**src/rtl/mcu_pkg.sv**
```systemverilog
// -----------------------------------------------------------------------------
// mcu_pkg
// Shared definitions for the multicycle MIPS main control unit: opcode
// constants, FSM state encoding, datapath select encodings and the bundled
// control-output struct passed from the output decoder to the top level.
// The alu_op encoding is also consumed by the ALU control unit.
//
// Configuration: define MCU_JUMP_EN to make the J opcode a supported
// instruction; otherwise it is treated as unsupported.
// -----------------------------------------------------------------------------
package mcu_pkg;

    // Primary opcodes (instr[31:26])
    localparam logic [5:0] OpRtype = 6'b000000;
    localparam logic [5:0] OpLw    = 6'b100011;
    localparam logic [5:0] OpSw    = 6'b101011;
    localparam logic [5:0] OpBeq   = 6'b000100;
    localparam logic [5:0] OpAddi  = 6'b001000;
    localparam logic [5:0] OpJ     = 6'b000010;

    typedef enum logic [3:0] {
        StFetch,
        StDecode,
        StMemAdr,
        StMemRead,
        StMemWb,
        StMemWrite,
        StExecute,
        StAluWb,
        StBranch,
        StAddiEx,
        StAddiWb,
        StJump
    } state_e;

    typedef enum logic [1:0] {
        AluOpAdd   = 2'b00,
        AluOpSub   = 2'b01,
        AluOpFunct = 2'b10
    } alu_op_e;

    typedef enum logic [1:0] {
        SrcBReg   = 2'b00,
        SrcBFour  = 2'b01,
        SrcBImm   = 2'b10,
        SrcBImmSh = 2'b11
    } alu_src_b_e;

    typedef enum logic [1:0] {
        PcSrcAlu    = 2'b00,
        PcSrcAluOut = 2'b01,
        PcSrcJump   = 2'b10
    } pc_src_e;

    typedef struct packed {
        logic       mem_read;
        logic       mem_write;
        logic       iord;
        logic       ir_write;
        logic       pc_write;
        logic       branch;
        pc_src_e    pc_src;
        alu_op_e    alu_op;
        logic       alu_src_a;
        alu_src_b_e alu_src_b;
        logic       reg_dst;
        logic       mem_to_reg;
        logic       reg_write;
        logic       bad_op;
    } ctrl_t;

    // True for opcodes the FSM knows how to sequence in this build.
    function automatic logic op_supported(logic [5:0] op);
        logic ok;
        case (op)
            OpRtype, OpLw, OpSw, OpBeq, OpAddi: ok = 1'b1;
`ifdef MCU_JUMP_EN
            OpJ:                                ok = 1'b1;
`endif
            default:                            ok = 1'b0;
        endcase
        return ok;
    endfunction

    // States whose exit to FETCH retires an instruction.
    function automatic logic is_terminal(state_e st);
        logic term;
        case (st)
            StMemWb, StMemWrite, StAluWb, StBranch, StAddiWb, StJump: term = 1'b1;
            default:                                                  term = 1'b0;
        endcase
        return term;
    endfunction

endpackage

```
**src/rtl/mcu_output_decoder.sv**
```systemverilog
// -----------------------------------------------------------------------------
// mcu_output_decoder
// Combinational decode of the current FSM state (plus mem_ready where the
// handshake matters) into every datapath select and enable.
//
// Ports:
//   state_i         current FSM state
//   mem_ready_i     memory handshake; gates IR/PC load in FETCH
//   op_supported_i  opcode in IR is supported (drives bad_op in DECODE)
//   kill_i          forces all outputs to zero (reset held)
//   ctrl_o          bundled control outputs
// -----------------------------------------------------------------------------
module mcu_output_decoder
    import mcu_pkg::*;
(
    input  state_e state_i,
    input  logic   mem_ready_i,
    input  logic   op_supported_i,
    input  logic   kill_i,
    output ctrl_t  ctrl_o
);

    always_comb begin
        ctrl_o = '0;
        if (!kill_i) begin
            unique case (state_i)
                StFetch: begin
                    ctrl_o.mem_read  = 1'b1;
                    ctrl_o.alu_src_b = SrcBFour;
                    // IR and PC only advance once the fetch read completes.
                    ctrl_o.ir_write  = mem_ready_i;
                    ctrl_o.pc_write  = mem_ready_i;
                end
                StDecode: begin
                    ctrl_o.alu_src_b = SrcBImmSh;
                    ctrl_o.bad_op    = ~op_supported_i;
                end
                StMemAdr, StAddiEx: begin
                    ctrl_o.alu_src_a = 1'b1;
                    ctrl_o.alu_src_b = SrcBImm;
                end
                StMemRead: begin
                    ctrl_o.iord     = 1'b1;
                    ctrl_o.mem_read = 1'b1;
                end
                StMemWb: begin
                    ctrl_o.mem_to_reg = 1'b1;
                    ctrl_o.reg_write  = 1'b1;
                end
                StMemWrite: begin
                    ctrl_o.iord      = 1'b1;
                    ctrl_o.mem_write = 1'b1;
                end
                StExecute: begin
                    ctrl_o.alu_src_a = 1'b1;
                    ctrl_o.alu_op    = AluOpFunct;
                end
                StAluWb: begin
                    ctrl_o.reg_dst   = 1'b1;
                    ctrl_o.reg_write = 1'b1;
                end
                StBranch: begin
                    ctrl_o.alu_src_a = 1'b1;
                    ctrl_o.alu_op    = AluOpSub;
                    ctrl_o.pc_src    = PcSrcAluOut;
                    ctrl_o.branch    = 1'b1;
                end
                StAddiWb: begin
                    ctrl_o.reg_write = 1'b1;
                end
                StJump: begin
                    ctrl_o.pc_src   = PcSrcJump;
                    ctrl_o.pc_write = 1'b1;
                end
                default: ctrl_o = '0;
            endcase
        end
    end

endmodule

```
**src/rtl/multicycle_control_unit.sv**
```systemverilog
// -----------------------------------------------------------------------------
// multicycle_control_unit
// Main control FSM for the multicycle MIPS datapath. Sequences fetch, decode,
// execute, memory and write-back, stalls on mem_ready in the memory states and
// counts retired instructions.
//
// Configuration: MCU_JUMP_EN enables the J instruction (JUMP state). Without
// it, opcode 000010 raises bad_op and is not counted.
//
// Ports:
//   clk, rst              clock, asynchronous active-high reset
//   opcode                instr[31:26] from the instruction register
//   mem_ready             memory completes the current access this cycle
//   mem_read, mem_write   memory requests
//   iord                  memory address select (0 PC, 1 ALUOut)
//   ir_write, pc_write    IR load, unconditional PC load
//   branch                PC load qualified by ALU zero
//   pc_src                PC source select
//   alu_op                ALU control class (add / sub / funct)
//   alu_src_a, alu_src_b  ALU operand selects
//   reg_dst, mem_to_reg   register write destination / data selects
//   reg_write             register file write enable
//   bad_op                one-cycle pulse in DECODE on unsupported opcode
//   instr_count           retired-instruction counter (wraps)
// -----------------------------------------------------------------------------
module multicycle_control_unit
    import mcu_pkg::*;
#(
    parameter int unsigned CNT_W = 32
) (
    input  logic             clk,
    input  logic             rst,
    input  logic [5:0]       opcode,
    input  logic             mem_ready,
    output logic             mem_read,
    output logic             mem_write,
    output logic             iord,
    output logic             ir_write,
    output logic             pc_write,
    output logic             branch,
    output logic [1:0]       pc_src,
    output logic [1:0]       alu_op,
    output logic             alu_src_a,
    output logic [1:0]       alu_src_b,
    output logic             reg_dst,
    output logic             mem_to_reg,
    output logic             reg_write,
    output logic             bad_op,
    output logic [CNT_W-1:0] instr_count
);

    state_e           state_q, state_d;
    logic [CNT_W-1:0] cnt_q, cnt_d;
    logic             op_ok;
    ctrl_t            ctrl;

    assign op_ok = op_supported(opcode);

    always_comb begin
        state_d = state_q;
        unique case (state_q)
            StFetch:    if (mem_ready) state_d = StDecode;
            StDecode: begin
                case (opcode)
                    OpLw, OpSw: state_d = StMemAdr;
                    OpRtype:    state_d = StExecute;
                    OpBeq:      state_d = StBranch;
                    OpAddi:     state_d = StAddiEx;
`ifdef MCU_JUMP_EN
                    OpJ:        state_d = StJump;
`endif
                    default:    state_d = StFetch;
                endcase
            end
            StMemAdr:   state_d = (opcode == OpSw) ? StMemWrite : StMemRead;
            StMemRead:  if (mem_ready) state_d = StMemWb;
            StMemWrite: if (mem_ready) state_d = StFetch;
            StExecute:  state_d = StAluWb;
            StAddiEx:   state_d = StAddiWb;
            StMemWb, StAluWb, StBranch, StAddiWb, StJump: state_d = StFetch;
            default:    state_d = StFetch;
        endcase
    end

    // Count only completed instructions; the DECODE->FETCH bad_op exit is
    // excluded because DECODE is not a terminal state.
    always_comb begin
        cnt_d = cnt_q;
        if (is_terminal(state_q) && (state_d == StFetch)) begin
            cnt_d = cnt_q + CNT_W'(1);
        end
    end

    always_ff @(posedge clk or posedge rst) begin
        if (rst) begin
            state_q <= StFetch;
            cnt_q   <= '0;
        end else begin
            state_q <= state_d;
            cnt_q   <= cnt_d;
        end
    end

    mcu_output_decoder u_output_decoder (
        .state_i        (state_q),
        .mem_ready_i    (mem_ready),
        .op_supported_i (op_ok),
        .kill_i         (rst),
        .ctrl_o         (ctrl)
    );

    assign mem_read    = ctrl.mem_read;
    assign mem_write   = ctrl.mem_write;
    assign iord        = ctrl.iord;
    assign ir_write    = ctrl.ir_write;
    assign pc_write    = ctrl.pc_write;
    assign branch      = ctrl.branch;
    assign pc_src      = ctrl.pc_src;
    assign alu_op      = ctrl.alu_op;
    assign alu_src_a   = ctrl.alu_src_a;
    assign alu_src_b   = ctrl.alu_src_b;
    assign reg_dst     = ctrl.reg_dst;
    assign mem_to_reg  = ctrl.mem_to_reg;
    assign reg_write   = ctrl.reg_write;
    assign bad_op      = ctrl.bad_op;
    assign instr_count = cnt_q;

endmodule

```
**config.mk**
```make
export PLATFORM = sky130hd
export DESIGN_NAME = multicycle_control_unit
export DESIGN_NICKNAME = d
export VERILOG_FILES = /design/src/rtl/mcu_pkg.sv /design/src/rtl/mcu_output_decoder.sv /design/src/rtl/multicycle_control_unit.sv
export SDC_FILE = /design/constraint.sdc
export NUM_CORES = 1
export LEC_CHECK = 0
export ABC_AREA = 1
export BUFFER_PORTS_ARGS = -buffer_cell sky130_fd_sc_hd__buf_2
export CORE_ASPECT_RATIO = 2
export CORE_MARGIN = 1.5
export CORE_UTILIZATION = 50
export CTS_BUF_LIST = sky130_fd_sc_hd__clkbuf_16
export CTS_CLUSTER_DIAMETER = 60
export DETAILED_ROUTE_END_ITERATION = 10
export PLACE_DENSITY_LB_ADDON = 0.25
export SYNTH_ARGS = -nofsm -noshare
export SYNTH_HDL_FRONTEND = slang
export SYNTH_SLANG_ARGS = --single-unit
```
**constraint.sdc**
```tcl
create_clock -name clk -period 1.8 [get_ports clk]
set_clock_uncertainty 0.2 [all_clocks]
set_input_delay 0.18 -clock clk [delete_from_list [all_inputs] [get_ports clk]]
set_output_delay 0.18 -clock clk [all_outputs]
set_load 0.02 [all_outputs]
```
==> metrics.cfg <==
[floorplan]
fp.dieW_um=54.8
dieArea_mm2=0.00583
fp-row-count=37
design.core.area_mm2=0.00514
ios=58
start_util_pct=52.1
die_height_um=107

[outcome]
status=complete, but fails checks
violations=negative setup slack

[route]
routed_wl_um=8830
wl_per_cell_um=14.9
vias_per_cell=5.36
first_iter_violations=104
antenna_left=0
drc=0
num_vias=3178
dr.pass1.iters=5

[placed_design]
place.gp.congestion=0.986
placed_cell_area_mm2=0.00325
io_buffers=57
hpwlAfterDp_um=6250

[clock_network]
cts.sinks=36
cts_tree=yes
clockRootBuffer=clkbuf_16
h-tree-depth=2
path_clk_slew_ns=0.06
cts_buffers=5
clk_path_buf_depth=2
clock_latency_ns=0.29

[logic_synthesis]
synth_cell_types=27
synth-seq-area-share_pct=33.6
yosys_warnings=0
netlist_instances=438
ys_ff_latch=36
synth_area_mm2=0.00268
syn-num-nets=448
syn_avg_cell_area_um2=6.12

[final_layout]
area.growth.synth_to_final_pct=41.3
layout-drive-gt1-share_pct=29.9
fin_area_mm2=0.00379
finalCoreUtilization_pct=73.7
fin_nets=544
final_common_cell=nand2_1
most-common-layout-cells=nand2_1 (210), nor2_1 (54), buf_2 (45)
diodes=0

[critical_path]
crit_type=reg2out
critical_path.startpoint=state_q[3]
worstSetupEndpointType=primary output
start_kind=register
rr_startpoint=state_q[3]
cp.arrival_ns=1.52
ff2ff_setup_slack_ns=0.03
timing.rr.end=instr_count[0]
cp_max_fo=4
reg2reg_depth=7
worstPathRequired_ns=1.42

[worst_hold_path]
hold_end=state_q[1]
min_from=mem_ready
hold_depth=2
worst_hold_path_type=in2reg

[sta]
rsz0062_at_grt=true
period_needed_ns=1.90
max_clock_freq_ghz=0.526
slew_violations=0
hold_viol_final=0
fin_crit_sh_pct=106
layout_setup_ws_ns=-0.102
relSlewSlack_pct=69.5
setup_viol=8
tightest_slew_ns=0.457

[global_route]
grt_pass1_vias=2826
grt_max_degree=37
grt_overflow_total=0
grt_pass1_wl_um=12600
antenna_found_initial=0
gr-usage-all-layers_pct=29.8

[run]
drv_cap=0

[power_and_ir_drop]
leakagePower_nw=1.95
vdd_ir_drop_max_v=0.000897
p_per_area_mw_per_mm2=843

final cells by class:
cell class	instances	area, µm²
Multi-Input combinational cell	363	1800
Fill cell	429	1350
Sequential cell	36	910
Timing Repair Buffer	99	719
Clock buffer	5	125
Inverter	29	118
Tap cell	58	72.6
Clock inverter	3	38.8
how the worst max path moves through the flow:
| stage | slack [ns] | endpoint | cells after the start |
|---|---|---|---|
| 2_1_floorplan | -0.01 | instr_count[26] | 10 |
| 3_3_place_gp | -0.1 | instr_count[31] | 8 |
| 3_5_place_dp | -0.18 | instr_count[24] | 7 |
| 4_1_cts | -0.06 | reg_write | 5 |
| 5_1_grt | -0.15 | bad_op | 7 |
| 6_report | -0.10 | bad_op | 7 |
routing by layer:
layer	part of all wire [%]	GRT usage, %	vias to the layer above
met5	0	0	-
met4	4.1	16.1	0
met3	4.4	4.07	25
met2	58	54.9	109
met1	34	28.9	1485
li1	-	-	1559
where the power goes:
part	total, mW	internal [mW]	switching, mW
combinational	1.27	0.535	0.734
clock	0.980	0.645	0.335
sequential	0.942	0.863	0.0792
stage by stage:
stage	std cells	setup slack (ns)	total power [mW]	setup TNS (ns)	hold slack, ns
final	593	-0.102	3.19	-0.346	0.100
after global routing	593	-0.146	3.30	-1.53	0.115
after CTS	587	-0.0618	2.94	-0.291	0.115
after detailed placement	575	-0.181	1.87	-3.21	0.294
after global placement	575	-0.0995	1.84	-1.79	0.285
after floorplan	438	-0.0149	1.48	-0.0217	0.133
logic make-up (layout without fill, tap and decap cells):
logic type | Yosys count | count (layout) | share of synthesized area, %
simple gates | 337 | 337 | 52.4
buf+inv | 39 | 136 | 6.49
flops | 36 | 36 | 33.6
compound gates | 14 | 14 | 3.41
xor+xnor | 11 | 11 | 3.60
fa+ha+maj | 1 | 1 | 0.467
critical path: stages, from the launching register on:
cell,delay (ns)
dfrtp_2,0.45
inv_2,0.10
nand2_4,0.09
nor2_4,0.13
buf_6,0.11
nand3_2,0.07
nor2_2,0.15
buf_6,0.12
cell usage after synthesis:
cell / instances / area, µm²
nor3_1: 1 / 5.00
dfrtp_1: 36 / 901
nand2_2: 3 / 18.8
nand2_1: 215 / 807
a221oi_1: 1 / 8.76
o21ai_0: 4 / 20.0
nor3_4: 1 / 16.3
a31oi_1: 2 / 12.5
clkbuf_1: 3 / 11.3
nand3b_1: 16 / 120
buf_2: 1 / 5.00
buf_6: 1 / 11.3
nor4_1: 3 / 18.8
o21ai_4: 1 / 16.3
inv_2: 3 / 11.3
a21oi_1: 5 / 25.0
ha_1: 1 / 12.5
nor2_1: 69 / 259
xor2_1: 5 / 43.8
nor2_2: 2 / 12.5
nand3_1: 25 / 125
buf_4: 5 / 37.5
o2111ai_1: 1 / 8.76
nor2_4: 1 / 11.3
inv_1: 26 / 97.6
nand3_2: 1 / 10.0
xnor2_1: 6 / 52.6
registers in the layout, summed over array words and instances (netlist names):
register	cells
instr_count	32
state_q	4
repair_timing:
action / 4_1_cts / 5_1_grt
pin swaps: 3 / 8
endpoints found under the setup margin: 42 / 48
hold endpoints to repair: 28 / 0
setup buffers: 3 / 6
gates resized for setup: 18 / 63
hold buffers: 1 / 0
Power figures use the tool's default switching activity.
